[src/rtl/pwm_mixer.sv]
// Multi-channel PWM audio mixer: double-buffered per-channel samples, saturating
// attenuated mix and a registered PWM output whose duty updates only at period wrap.
module pwm_mixer #(
  parameter int WIDTH    = 8,
  parameter int CHANNELS = 4,
  parameter int PRESCALE = 1
) (
  input  logic                      clk,
  input  logic                      rst_n,
  input  logic [CHANNELS*WIDTH-1:0] sample_in,
  input  logic [CHANNELS-1:0]       sample_valid,
  input  logic [CHANNELS-1:0]       ch_enable,
  input  logic [1:0]                gain_shift,
  input  logic                      clear_ovf,
  output logic                      pwm_out,
  output logic                      period_start,
  output logic [CHANNELS-1:0]       sample_ack,
  output logic                      overflow
);

  localparam int PW = (PRESCALE > 1) ? $clog2(PRESCALE) : 1;
  // Three guard bits hold the sum of up to eight full-scale channels.
  localparam int SW = WIDTH + 3;
  localparam logic [WIDTH-1:0] CNT_MAX = '1;
  localparam logic [PW-1:0]    PRE_MAX = PW'(PRESCALE - 1);

  logic [PW-1:0]       prescaler;
  logic [WIDTH-1:0]    cnt;
  logic [WIDTH-1:0]    duty;
  logic [WIDTH-1:0]    stage  [CHANNELS];
  logic [WIDTH-1:0]    active [CHANNELS];
  logic [CHANNELS-1:0] staged;

  logic                tick;
  logic                wrap;
  logic [SW-1:0]       sum;
  logic [SW-1:0]       shifted;
  logic                saturate;
  logic [WIDTH-1:0]    duty_next;

  assign tick = (prescaler == PRE_MAX);
  assign wrap = tick && (cnt == CNT_MAX);

  // The mix sees each channel's value as it will be after this wrap's transfer.
  // NOTE: every always_comb output gets a default before any branch, so no latch is inferred.
  always_comb begin
    sum = '0;
    for (int i = 0; i < CHANNELS; i++) begin
      if (ch_enable[i]) begin
        sum = sum + SW'(staged[i] ? stage[i] : active[i]);
      end
    end
    shifted   = sum >> gain_shift;
    saturate  = (shifted > SW'(CNT_MAX));
    duty_next = saturate ? CNT_MAX : shifted[WIDTH-1:0];
  end

  // NOTE: sequential state uses non-blocking assignments so every register samples pre-edge values.
  always_ff @(posedge clk) begin
    if (!rst_n) begin
      prescaler    <= '0;
      cnt          <= '0;
      staged       <= '0;
      duty         <= '0;
      pwm_out      <= 1'b0;
      period_start <= 1'b0;
      sample_ack   <= '0;
      overflow     <= 1'b0;
      // NOTE: the sample buffers are small flop arrays, reset so an aborted period leaves nothing behind.
      for (int i = 0; i < CHANNELS; i++) begin
        stage[i]  <= '0;
        active[i] <= '0;
      end
    end else begin
      prescaler    <= tick ? '0 : prescaler + 1'b1;
      if (tick) begin
        cnt <= wrap ? '0 : cnt + 1'b1;
      end
      pwm_out      <= (cnt < duty);
      period_start <= wrap;
      sample_ack   <= wrap ? staged : '0;

      if (wrap) begin
        duty <= duty_next;
      end

      if (wrap && saturate) begin
        overflow <= 1'b1;
      end else if (clear_ovf) begin
        overflow <= 1'b0;
      end

      // A load coinciding with wrap re-stages for the next period while the old stage transfers.
      for (int i = 0; i < CHANNELS; i++) begin
        if (wrap && staged[i]) begin
          active[i] <= stage[i];
        end
        if (sample_valid[i]) begin
          stage[i]  <= sample_in[i*WIDTH +: WIDTH];
          staged[i] <= 1'b1;
        end else if (wrap) begin
          staged[i] <= 1'b0;
        end
      end
    end
  end

endmodule

[config.mk]
export PLATFORM = sky130hd
export DESIGN_NAME = pwm_mixer
export DESIGN_NICKNAME = d
export VERILOG_FILES = /design/src/rtl/pwm_mixer.sv
export SDC_FILE = /design/constraint.sdc
export NUM_CORES = 1
export LEC_CHECK = 0
export CORE_MARGIN = 10
export CORE_UTILIZATION = 54
export DETAILED_ROUTE_END_ITERATION = 6
export GPL_TIMING_DRIVEN = 1
export PLACE_DENSITY = 0.74
export SLEW_MARGIN = 20
export SYNTH_ARGS = -nofsm -noshare
export SYNTH_HDL_FRONTEND = slang
export SYNTH_SLANG_ARGS = --single-unit
[constraint.sdc]
create_clock -name clk -period 18.1 [get_ports clk]
set_input_delay 3.62 -clock clk [delete_from_list [all_inputs] [get_ports clk]]
set_output_delay 3.62 -clock clk [all_outputs]
set_load 0.005 [all_outputs]
==> impl_results.md, run 1 <==
- Die height: roughly 120 um
- FMAX: ~0.11 GHz
- Antenna Nets Post-Route: 0
- Crit-path slowest cell: clkdlybuf4s50_1
- Die ar.: around 15000 um^2
- Clock Skew: about 0.011 ns
- Finished layout cell area: about 6500 um^2
- Power Dens Cells: around 86 nW/um^2
- Period utilization: about half
- Pwr Total: between 0.5 and 0.6 mW
- Top post-synthesis cells by count: edfxtp_1 (64), and3_1 (40), nand2_1 (35), o21ai_0 (35), ha_1 (32)
- First-pass GRT wire length: around 20000 um
- Setup crit end: duty[5]
- CP endpoint kind: flip-flop
- Placed cell areas: ~6300 um^2
- Clk network pwr share: between 20% and 30%
- Most frequent cell after synthesis: edfxtp_1
- Clock period minus worst slack: around 9 ns
- Post-DR wirelength/cell: between 15 and 20 um
- Largest family of logic cells by synthesized area: simple AND/OR/NAND/NOR gates
- Final WL: between 10000 and 15000 um
- Max clock buf depth: 2
- Combinational fraction of design power: between 30% and 40%
- Starting Density: a little under three fifths
- Leakage Power: about 2.7 nW
- Critical Path AT: 9.22 ns
- CTS Buf Count: 9
- Yosys top cell area share: 33.15%
- Area growth from synthesis to layout: 11.96%
- Adder-cell area share of the yosys netlist: ~7.9%
- Yosys reg bits: just over 90
- Final hold violation count: 0
- Hold Path Origin: overflow
- Root buffer cell: clkbuf_8
- Rel. slew slack: 53.32%
- DP Cell Count: 714
- Layout Utilization: a little over 60%
- P_sw: roughly 0.17 mW
- Layout cell share with drive strength beyond 1: 8.586%
- Routability cong.: approximately 0.9
- Final Max Slew Viols: 0
- Worst-margin pin slew: between 0.6 and 0.7 ns
- Hold/Removal Path Class: flip-flop to flip-flop
- Hold Slack: slightly below 0.5 ns
- CTS Sinks: a little over 90
- Antenna violations before repair: 0
- Max FO, Critical Path: 10
- Rows: 37
- Finish-stage setup viols: 0
- Core Area: between 10000 and 15000 um^2
- Detail Placement HPWL: approximately 9200 um
- Crit path launch type: input pin
- Router iterations before antenna repair: 4
- R2r startpoint: staged[1]
- Avg Vias per Cell: between 5 and 6
- Die span in x: 123.6 um
- Overflow after GRT: 0
- Inserted Diodes: 0
- Synth Area in Simple Gates: between 15 and 20%
- Peak VDD IR: between 0.06 and 0.07 mV
- Pre-CTS setup slack: 8.794 ns
- Largest net degree at the start of global routing: 66
- GRT Total Usage: between 15 and 20%
- Synth top area cells: edfxtp_1 (33%), dfxtp_1 (9.7%), ha_1 (6.9%)
- Clock-pin transition on the worst setup and hold timing paths: roughly 0.080 ns
- Crit-path cells: clkdlybuf4s50_1 > nor2b_1 > ha_1 > fa_1 > a211oi_1 > o21a_1 > xnor2_1 > a21o_1 > ha_1 > a211o_1 > o31ai_1 > mux2i_1 > or2_1 > inv_1 > ha_1 > o2111ai_1 > o21ai_0 > o211ai_1 > o21ai_0 > a221o_2 > and2_0 > a41oi_1
- WS Path Type: input pin to flip-flop
- Final WS setup: ~9 ns
- Share of power burned in registers: ~44%
- Primary FF master, synth: edfxtp_1
- FF-to-FF End: duty[5]
- Post-CTS setup buffer count: 0
- Sum Neg Setup Slack: 0 ns
- CTS tree: built
- Sequential share of the synthesized area: around 43%
- Cell mode on critical path: ha_1
- Cell count after synthesis: around 550
- Post-synth EDFFs: 64
- Hold-fix buffers, CTS: 0
- Worst-Skew Late Latency: about 0.38 ns
- Sw Share: between 30% and 40%
- Syn Nets: 634
- XOR/XNOR share of the synthesized area: under 10%
- R2r setup slk: about 12 ns
- Mapped cell area: slightly below 6000 um^2
- Synthesis Warnings: 0
- Final std cells w/o fill: 730
- CTS resizes: 0
- H-tree levels: 3
- Compound-Gate Fraction of Synth Area: between 10% and 20%
- Worst r2r path cells: 21
- Nets: about 670
- Share of synthesized flip-flops with an asynchronous set or reset: 0%
- Port bufs: a little over 50
- Yosys cell types: 74
- Maxcap violations: 0
- Internal: a little under 0.4 mW
- Remaining DRCs: 0
- RSZ-0062 raised after global routing: false
- Post-synthesis mux area share: a little under a tenth
- Via count: 4160
- Setup crit start: ch_enable[0]
- Crit path required time: roughly 18 ns
- Yosys top cell by area: edfxtp_1
- Starting DRT DRC Count: 284
- IO Count: 52
- Status: completed
- Crit path largest cell delay: roughly 0.53 ns
- Via count of the first global-routing pass: about 4.1k
- Syn_area_per_cell: around 10 um^2
-- power by group through the flow --
| stage | Combinational (mW) | Clock, mW | Sequential [mW] |
|---|---|---|---|
| 6_report | 0.178 | 0.137 | 0.243 |
| 3_3_place_gp | 0.171 | 0 | 0.247 |
| 5_1_grt | 0.197 | 0.149 | 0.245 |
| 2_1_floorplan | 0.139 | 0 | 0.243 |
| 4_1_cts | 0.177 | 0.141 | 0.243 |
| 3_5_place_dp | 0.176 | 0 | 0.248 |
-- layout make-up --
type,count,area [um^2]
Fill cell,855,3925
Multi-Input combinational cell,402,3007
Sequential cell,92,2482
Timing Repair Buffer,53,520.5
Tap cell,136,170.2
Clock buffer,12,145.1
Inverter,31,116.4
Clock inverter,4,50.05
-- sequential cells by signal (all words and copies together) (netlist names) --
signal	flops
duty	8
sample_ack	4
stage	32
prescaler	1
staged	4
cnt	8
period_start	1
overflow	1
pwm_out	1
active	32
-- cells by family (layout without fill, tap and decap cells) --
kind of cell,after synthesis,after routing
buffers and inverters,60,100
DFF,92,92
and+or+nand+nor,176,176
other,1,1
AOI/OAI and AO/OA,126,126
adders and majority gates,35,35
muxes,43,43
xor gates and xnor gates,21,21
-- worst min-delay path by stage --
| stage | endpoint | cells past startpoint |
|---|---|---|
| final | overflow | 2 |
| after detailed placement | overflow | 2 |
| after global placement | overflow | 2 |
| after global routing | overflow | 2 |
| after CTS | overflow | 2 |
| after floorplan | duty[4] | 1 |
-- cell usage in the layout, fill, tap and decap left out, drive strengths merged, types with 15 or more instances in the layout --
master,n
nor2,25
mux2,23
mux2i,16
edfxtp,64
nand2,35
and3,41
ha,32
and2,30
a21o,15
inv,31
dfxtp,28
a21oi,18
clkdlybuf4s50,50
o21ai,36
-- layer usage --
metal	part of all wire, %	track usage [%]	up-vias
met1	46	20.55	1951
met2	48	26.56	91
met4	1.5	7.132	0
met5	0	0	-
li1	-	-	2103
met3	4.5	4.163	15
-- critical path, delay by kind of cell --
kind / cells / cell delay (ns)
muxes: 1 / 0.28
AOI/OAI and AO/OA: 11 / 2.60
and+or+nand+nor: 3 / 0.69
adders and majority gates: 4 / 1.38
xor gates and xnor gates: 1 / 0.08
buffers and inverters: 2 / 0.58
(Power assumes the default switching activity.)
==> run 2, diff against run 1 <==
clock period = 9.4 ns   (was 18.1 ns; I/O delays follow)
==> run 2 against run 1 <==
  * Hold slack lost 0.011 ns
  * Global-route usage is 0.12 points higher
  * Clock skew fell by 0.00060 ns
  * Die area stayed put
  * Largest cell class unchanged
==> impl_results.md, run 2 (synthesis gave the netlist of run 1 again) <==
- Sw Share: 30.83% (+0.36 points)
- Status: completed
- IO Count: 52 (unchanged)
- RSZ-0062 raised after global routing: false
- Overflow after GRT: 0 (unchanged)
- Cell mode on critical path: ha_1
- Period utilization: about three quarters
- GRT Total Usage: 16.60% (+0.12 points)
- Clock-pin transition on the worst setup and hold timing paths: 0.08 ns (about the same)
- Die height: 123.6 um (unchanged)
- Finish-stage setup viols: 0 (unchanged)
- Remaining DRCs: 0 (unchanged)
- Die span in x: 123.6 um (unchanged)
- CTS resizes: 0 (unchanged)
- Via count of the first global-routing pass: 4124 (-0.097%)
- Port bufs: 51 (unchanged)
- Crit path required time: 9.64 ns (-8.70 ns)
- H-tree levels: 3 (unchanged)
- First-pass GRT wire length: 19910 um (+0.24%)
- Post-DR wirelength/cell: 16.66 um (+1.1%)
- Layout cell share with drive strength beyond 1: 8.418% (-0.17 points)
- Most common cell after layout, fill and taps aside: edfxtp_1
- Pwr Total: 1.069 mW (+92%)
- Crit-path slowest cell: clkdlybuf4s50_1
- Worst-Skew Late Latency: 0.38 ns (about the same)
- Gr busiest metal: met2
- Internal: 0.7396 mW (+91%)
- Router iterations before antenna repair: 5 (+1)
- Combinational fraction of design power: 32.3% (+0.4 points)
- Inserted Diodes: 0 (unchanged)
- Crit-path cells: clkdlybuf4s50_1 > nor2b_1 > ha_1 > fa_1 > a211oi_1 > o21a_1 > xnor2_1 > a21o_1 > ha_1 > a211o_1 > o31ai_1 > mux2i_1 > or2_1 > inv_1 > ha_1 > o2111ai_1 > o21ai_0 > o211ai_1 > o21ai_0 > a221o_2 > and2_0 > a41oi_1
- Final hold violation count: 0 (unchanged)
- Via count: 4216 (+1.3%)
- Post-CTS setup buffer count: 0 (unchanged)
- Clk network pwr share: 24.0% (-0.5 points)
- CP top delay family: compound AO/OA/AOI/OAI gates
- Root buffer cell: clkbuf_8
- Clock Skew: 0.01045 ns (-0.0006045 ns)
- Hold/Removal Path Class: flip-flop to flip-flop
- Largest registers: active (32), stage (32)
- Rows: 37 (unchanged)
- Worst Path Buf+Inv: 2 (unchanged)
- CTS Buf Count: 9 (unchanged)
- Power Dens Cells: 165.0 nW/um^2 (+92%)
- Crit path largest cell delay: 0.53 ns (about the same)
- CTS Sinks: 92 (unchanged)
- Sum Neg Setup Slack: 0 ns (unchanged)
- Met2 GRT Util: 27.48% (+0.93 points)
- Max clock buf depth: 2 (unchanged)
- Most frequent cells in the layout: edfxtp_1 (64), clkdlybuf4s50_1 (50), and3_1 (40)
- Area growth from synthesis to layout: 11.78%
- Share of power burned in registers: 43.8% (+0.3 points)
- CP endpoint kind: flip-flop
- Detail Placement HPWL: 9122 um (-0.64%)
- Antenna violations before repair: 0 (unchanged)
- Met3 Resource Use GR: 3.891% (-0.27 points)
- Peak VDD IR: 0.1238 mV (+93%)
- Largest net degree at the start of global routing: 66 (unchanged)
- Rel. slew slack: 54.47% (+1.1 points)
- Routability cong.: 0.8973 (about the same)
- Worst-margin pin slew: 0.6807 ns (-0.01719 ns)
- Final Max Slew Viols: 0 (unchanged)
- Final WL: 12160 um (+1.1%)
- Max FO, Critical Path: 10 (unchanged)
- CTS tree: built
- Avg Vias per Cell: 5.775 (+1.3%)
- Hold-fix buffers, CTS: 0 (unchanged)
- Leakage Power: 2.678 nW (-0.21%)
- Critical Path AT: 7.40 ns (-1.82 ns)
- Core Area: 10420 um^2 (unchanged)
- Antenna Nets Post-Route: 0 (unchanged)
- Fill cells: 879 (+2.8%)
- Crit path launch type: input pin
- P_sw: 0.3297 mW (+94%)
- Nets: 669 (unchanged)
- WS Path Type: input pin to flip-flop
- Die ar.: 15280 um^2 (unchanged)
- Maxcap violations: 0 (unchanged)
- Starting DRT DRC Count: 290 (+2.1%)
- Clock period minus worst slack: approximately 7 ns
- Met1 Use GR: 20.72% (+0.16 points)
- FMAX: around 0.14 GHz
- Starting Density: 55.66% (unchanged)
-- run 2: cell types whose count changed in the layout (fill, tap and decap cells not counted), sizes merged --
cell    previous run  this run
clkbuf            12        11
clkinv             2         3
-- run 2: layer usage --
metal	share of wire, %	vias up
li1	-	2104
met2	48	116
met4	1.9	0
met5	0	-
met1	46	1972
met3	4.8	24
-- run 2: power by group through the flow --
| stage | Combinational (mW) | Clock [mW] | Sequential [mW] |
|---|---|---|---|
| after global placement | 0.330 | 0 | 0.476 |
| after detailed placement | 0.339 | 0 | 0.477 |
| final | 0.345 | 0.256 | 0.468 |
| after CTS | 0.342 | 0.261 | 0.468 |
| after floorplan | 0.267 | 0 | 0.469 |
| after global routing | 0.381 | 0.276 | 0.471 |
-- run 2: worst min-delay path, stage by stage, from the launching register on --
cell and delay (ns):
dfxtp_1 0.32, nand2_1 0.05, o22ai_1 0.06
-- run 2: cell type report --
class	count	area [um^2]	share of cell area (%)
clock buffers	11	131.4	2.027
multi-input cells	402	3007	46.39
well taps	136	170.2	2.625
clock inverters	5	53.80	0.8301
inverters	31	116.4	1.795
flip-flops and latches	92	2482	38.30
repair buffers	53	520.5	8.031
-- run 2: final timing paths --
path,startpoint,endpoint,slack (ns),depth (start not counted)
max,ch_enable[0],duty[5],2.24,22
min,overflow,overflow,0.48,2
max reg2reg,staged[0],duty[5],3.37,23
min reg2reg,overflow,overflow,0.48,2
-- run 2: through the flow --
step	area, um^2	util (%)	hold WS (ns)	worst slack (ns)	instances
2_1_floorplan	5798	-	0.4560	2.784	554
3_3_place_gp	6296	60.44	0.4802	2.032	714
3_5_place_dp	6296	60.44	0.4763	1.892	714
4_1_cts	6481	62.22	0.4877	2.273	730
5_1_grt	6481	62.22	0.5268	1.778	730
6_report	6481	62.22	0.4842	2.239	730
==> run 3, diff against run 2 <==
CORE_UTILIZATION = 53   (was 54)
PLACE_DENSITY = 0.76   (was 0.74)
clock period = 6.4 ns   (was 9.4 ns; I/O delays follow)
==> run 3 against run 2 <==
  * Clock-buffer cell count is 1 lower
  * Cell count is 6.8% higher
  * Total power is 58% higher
  * Design area is 6.3% higher
  * Wire length is 1.6% higher
  * Non-clock buffer count is 46 higher
  * First-iteration DRC count is 9.7% lower
  * Via count is 2.4% higher
  * Sequential share of layout area is 2.3 points lower
  * Clock power is 55% higher
  * Hold slack better by 0.021 ns
  * Sequential cell count stayed put
  * Critical endpoint is now duty[6]
  * Largest power group unchanged
==> impl_results.md, run 3 (synthesis gave the netlist of run 1 again) <==
- Status: completed
- Largest registers: active (32), stage (32)
- Worst Path Buf+Inv: 3 (+1)
- Die ar.: 15520 um^2 (+1.6%)
- Crit path largest cell delay: 0.52 ns (about the same)
- Worst-Skew Late Latency: 0.38 ns (about the same)
- Crit path required time: 6.70 ns (-2.94 ns)
- Final hold violation count: 0 (unchanged)
- First-pass GRT wire length: 20600 um (+3.4%)
- Final Max Slew Viols: 0 (unchanged)
- Final std cells w/o fill: 780 (+6.8%)
- WP depth: 22 (unchanged)
- R2r startpoint: staged[0]
- Worst-margin pin slew: 0.9212 ns (+0.2404 ns)
- GRT Total Usage: 15.94% (-0.65 points)
- CTS Sinks: 92 (unchanged)
- Maxcap violations: 0 (unchanged)
- WS Path Type: input pin to flip-flop
- Hold-fix buffers, CTS: 0 (unchanged)
- Starting Density: 53.72% (-1.9 points)
- Crit path launch type: input pin
- CTS tree: built
- CP top delay family: compound AO/OA/AOI/OAI gates
- Hold/Removal Path Class: flip-flop to flip-flop
- Rel. slew slack: 38.59% (-16 points)
- Clock period minus worst slack: 6.151 ns
- Clock Skew: 0.01285 ns (+0.002409 ns)
- Layout Utilization: 63.81% (+1.6 points)
- Period utilization: between 90% and 100%
- Root buffer cell: clkbuf_8
- Max FO, Critical Path: 4 (-6)
- Starting DRT DRC Count: 262 (-9.7%)
- Avg Vias per Cell: 5.536 (-4.1%)
- CTS Buf Count: 9 (unchanged)
- Cell mode on critical path: ha_1
- CP endpoint kind: flip-flop
- Crit-path slowest cell: mux4_1
- Largest net degree at the start of global routing: 66 (unchanged)
- Router iterations before antenna repair: 4 (-1)
- Die span in x: 124.6 um (+0.79%)
- Routability cong.: 0.9316 (+3.8%)
- Overflow after GRT: 0 (unchanged)
- Pwr Total: 1.692 mW (+58%)
- Nets: 715 (+6.9%)
- Layout cell share with drive strength beyond 1: 17.03% (+8.6 points)
- Rows: 38 (+2.7%)
- Peak VDD IR: 0.1858 mV (+50%)
- Worst r2r path cells: 22 (-4.3%)
- Final WS setup: 0.2493 ns (-1.990 ns)
- Power Dens Cells: 245.7 nW/um^2 (+49%)
- FF-to-FF End: duty[6]
- IO Count: 52 (unchanged)
- Pre-CTS setup slack: -0.2561 ns (-2.148 ns)
- Finish-stage setup viols: 0 (unchanged)
- Remaining DRCs: 0 (unchanged)
- FMAX: roughly 0.16 GHz
- Most frequent cells in the layout: edfxtp_1 (64), clkdlybuf4s50_1 (50), buf_4 (48)
- Crit-path cells: clkdlybuf4s50_1 > nor2b_1 > ha_1 > fa_1 > a21o_1 > a2111o_1 > o311ai_0 > ha_1 > o21a_1 > o31a_1 > nor4_1 > a311oi_1 > or3_1 > inv_1 > ha_1 > buf_4 > a21oi_1 > a21oi_1 > xnor2_1 > mux4_1 > or2_2 > a41oi_1
- Max clock buf depth: 2 (unchanged)
- Clock-pin transition on the worst setup and hold timing paths: 0.09 ns (about the same)
- DP Cell Count: 763 (+6.9%)
- Via count of the first global-routing pass: 4332 (+5.0%)
- Setup crit start: ch_enable[0]
- Post-DR wirelength/cell: 15.84 um (-4.9%)
- Critical Path AT: 6.45 ns (-0.95 ns)
- Inserted Diodes: 0 (unchanged)
- Setup crit end: duty[6]
- Area growth from synthesis to layout: 18.77%
- Die height: 124.6 um (+0.79%)
- Most common cell after layout, fill and taps aside: edfxtp_1
- Via count: 4318 (+2.4%)
- Core Area: 10790 um^2 (+3.6%)
- Leakage Power: 2.918 nW (+9.0%)
- H-tree levels: 3 (unchanged)
- Port bufs: 51 (unchanged)
- Antenna violations before repair: 0 (unchanged)
- R2r setup slk: 0.72 ns (-2.65 ns)
- Antenna Nets Post-Route: 0 (unchanged)
- Final WL: 12360 um (+1.6%)
- Detail Placement HPWL: 9503 um (+4.2%)
[run 3: per-layer routing]
metal	vias to the layer above	part of all wire [%]	GRT usage (%)
met4	0	1.9	5.757
met1	2019	45	19.24
met3	17	4.4	4.128
met5	-	0	0
li1	2201	-	-
met2	81	48	26.74
[run 3: through the flow]
step           setup TNS [ns]  instance area [um^2]  hold slack (ns)
4_1_cts                     0                  6838           0.5074
3_3_place_gp           -1.166                  6639           0.4792
5_1_grt              -0.03526                  6887           0.5424
2_1_floorplan               0                  5798           0.4560
6_report                    0                  6887           0.5055
3_5_place_dp           -1.925                  6639           0.4890
[run 3: how the worst min path moves through the flow]
stage / cells past startpoint / end / slack, ns / start
2_1_floorplan: 1 / duty[4] / 0.46 / duty[4]
3_3_place_gp: 2 / overflow / 0.48 / overflow
3_5_place_dp: 1 / duty[4] / 0.49 / duty[4]
4_1_cts: 1 / duty[4] / 0.51 / duty[4]
5_1_grt: 1 / duty[4] / 0.54 / duty[4]
6_report: 1 / duty[4] / 0.51 / duty[4]
[run 3: cell type report]
type,count,area (um^2)
Fill cell,870,3906
Multi-Input combinational cell,402,3048
Sequential cell,92,2482
Timing Repair Buffer,99,865.8
Tap cell,140,175.2
Clock buffer,10,127.6
Inverter,31,116.4
Clock inverter,6,71.32
[run 3: power breakdown]
group / switching (mW) / leakage [nW] / internal (mW)
Sequential: 0.0196 / 0.875 / 0.667
Clock: 0.211 / 0.0992 / 0.185
Combinational: 0.289 / 1.94 / 0.320
[run 3: repair_timing]
item / CTS / global route
setup endpoints to repair: 0 / 9
resized for setup: 0 / 14
setup buffers: 0 / 1
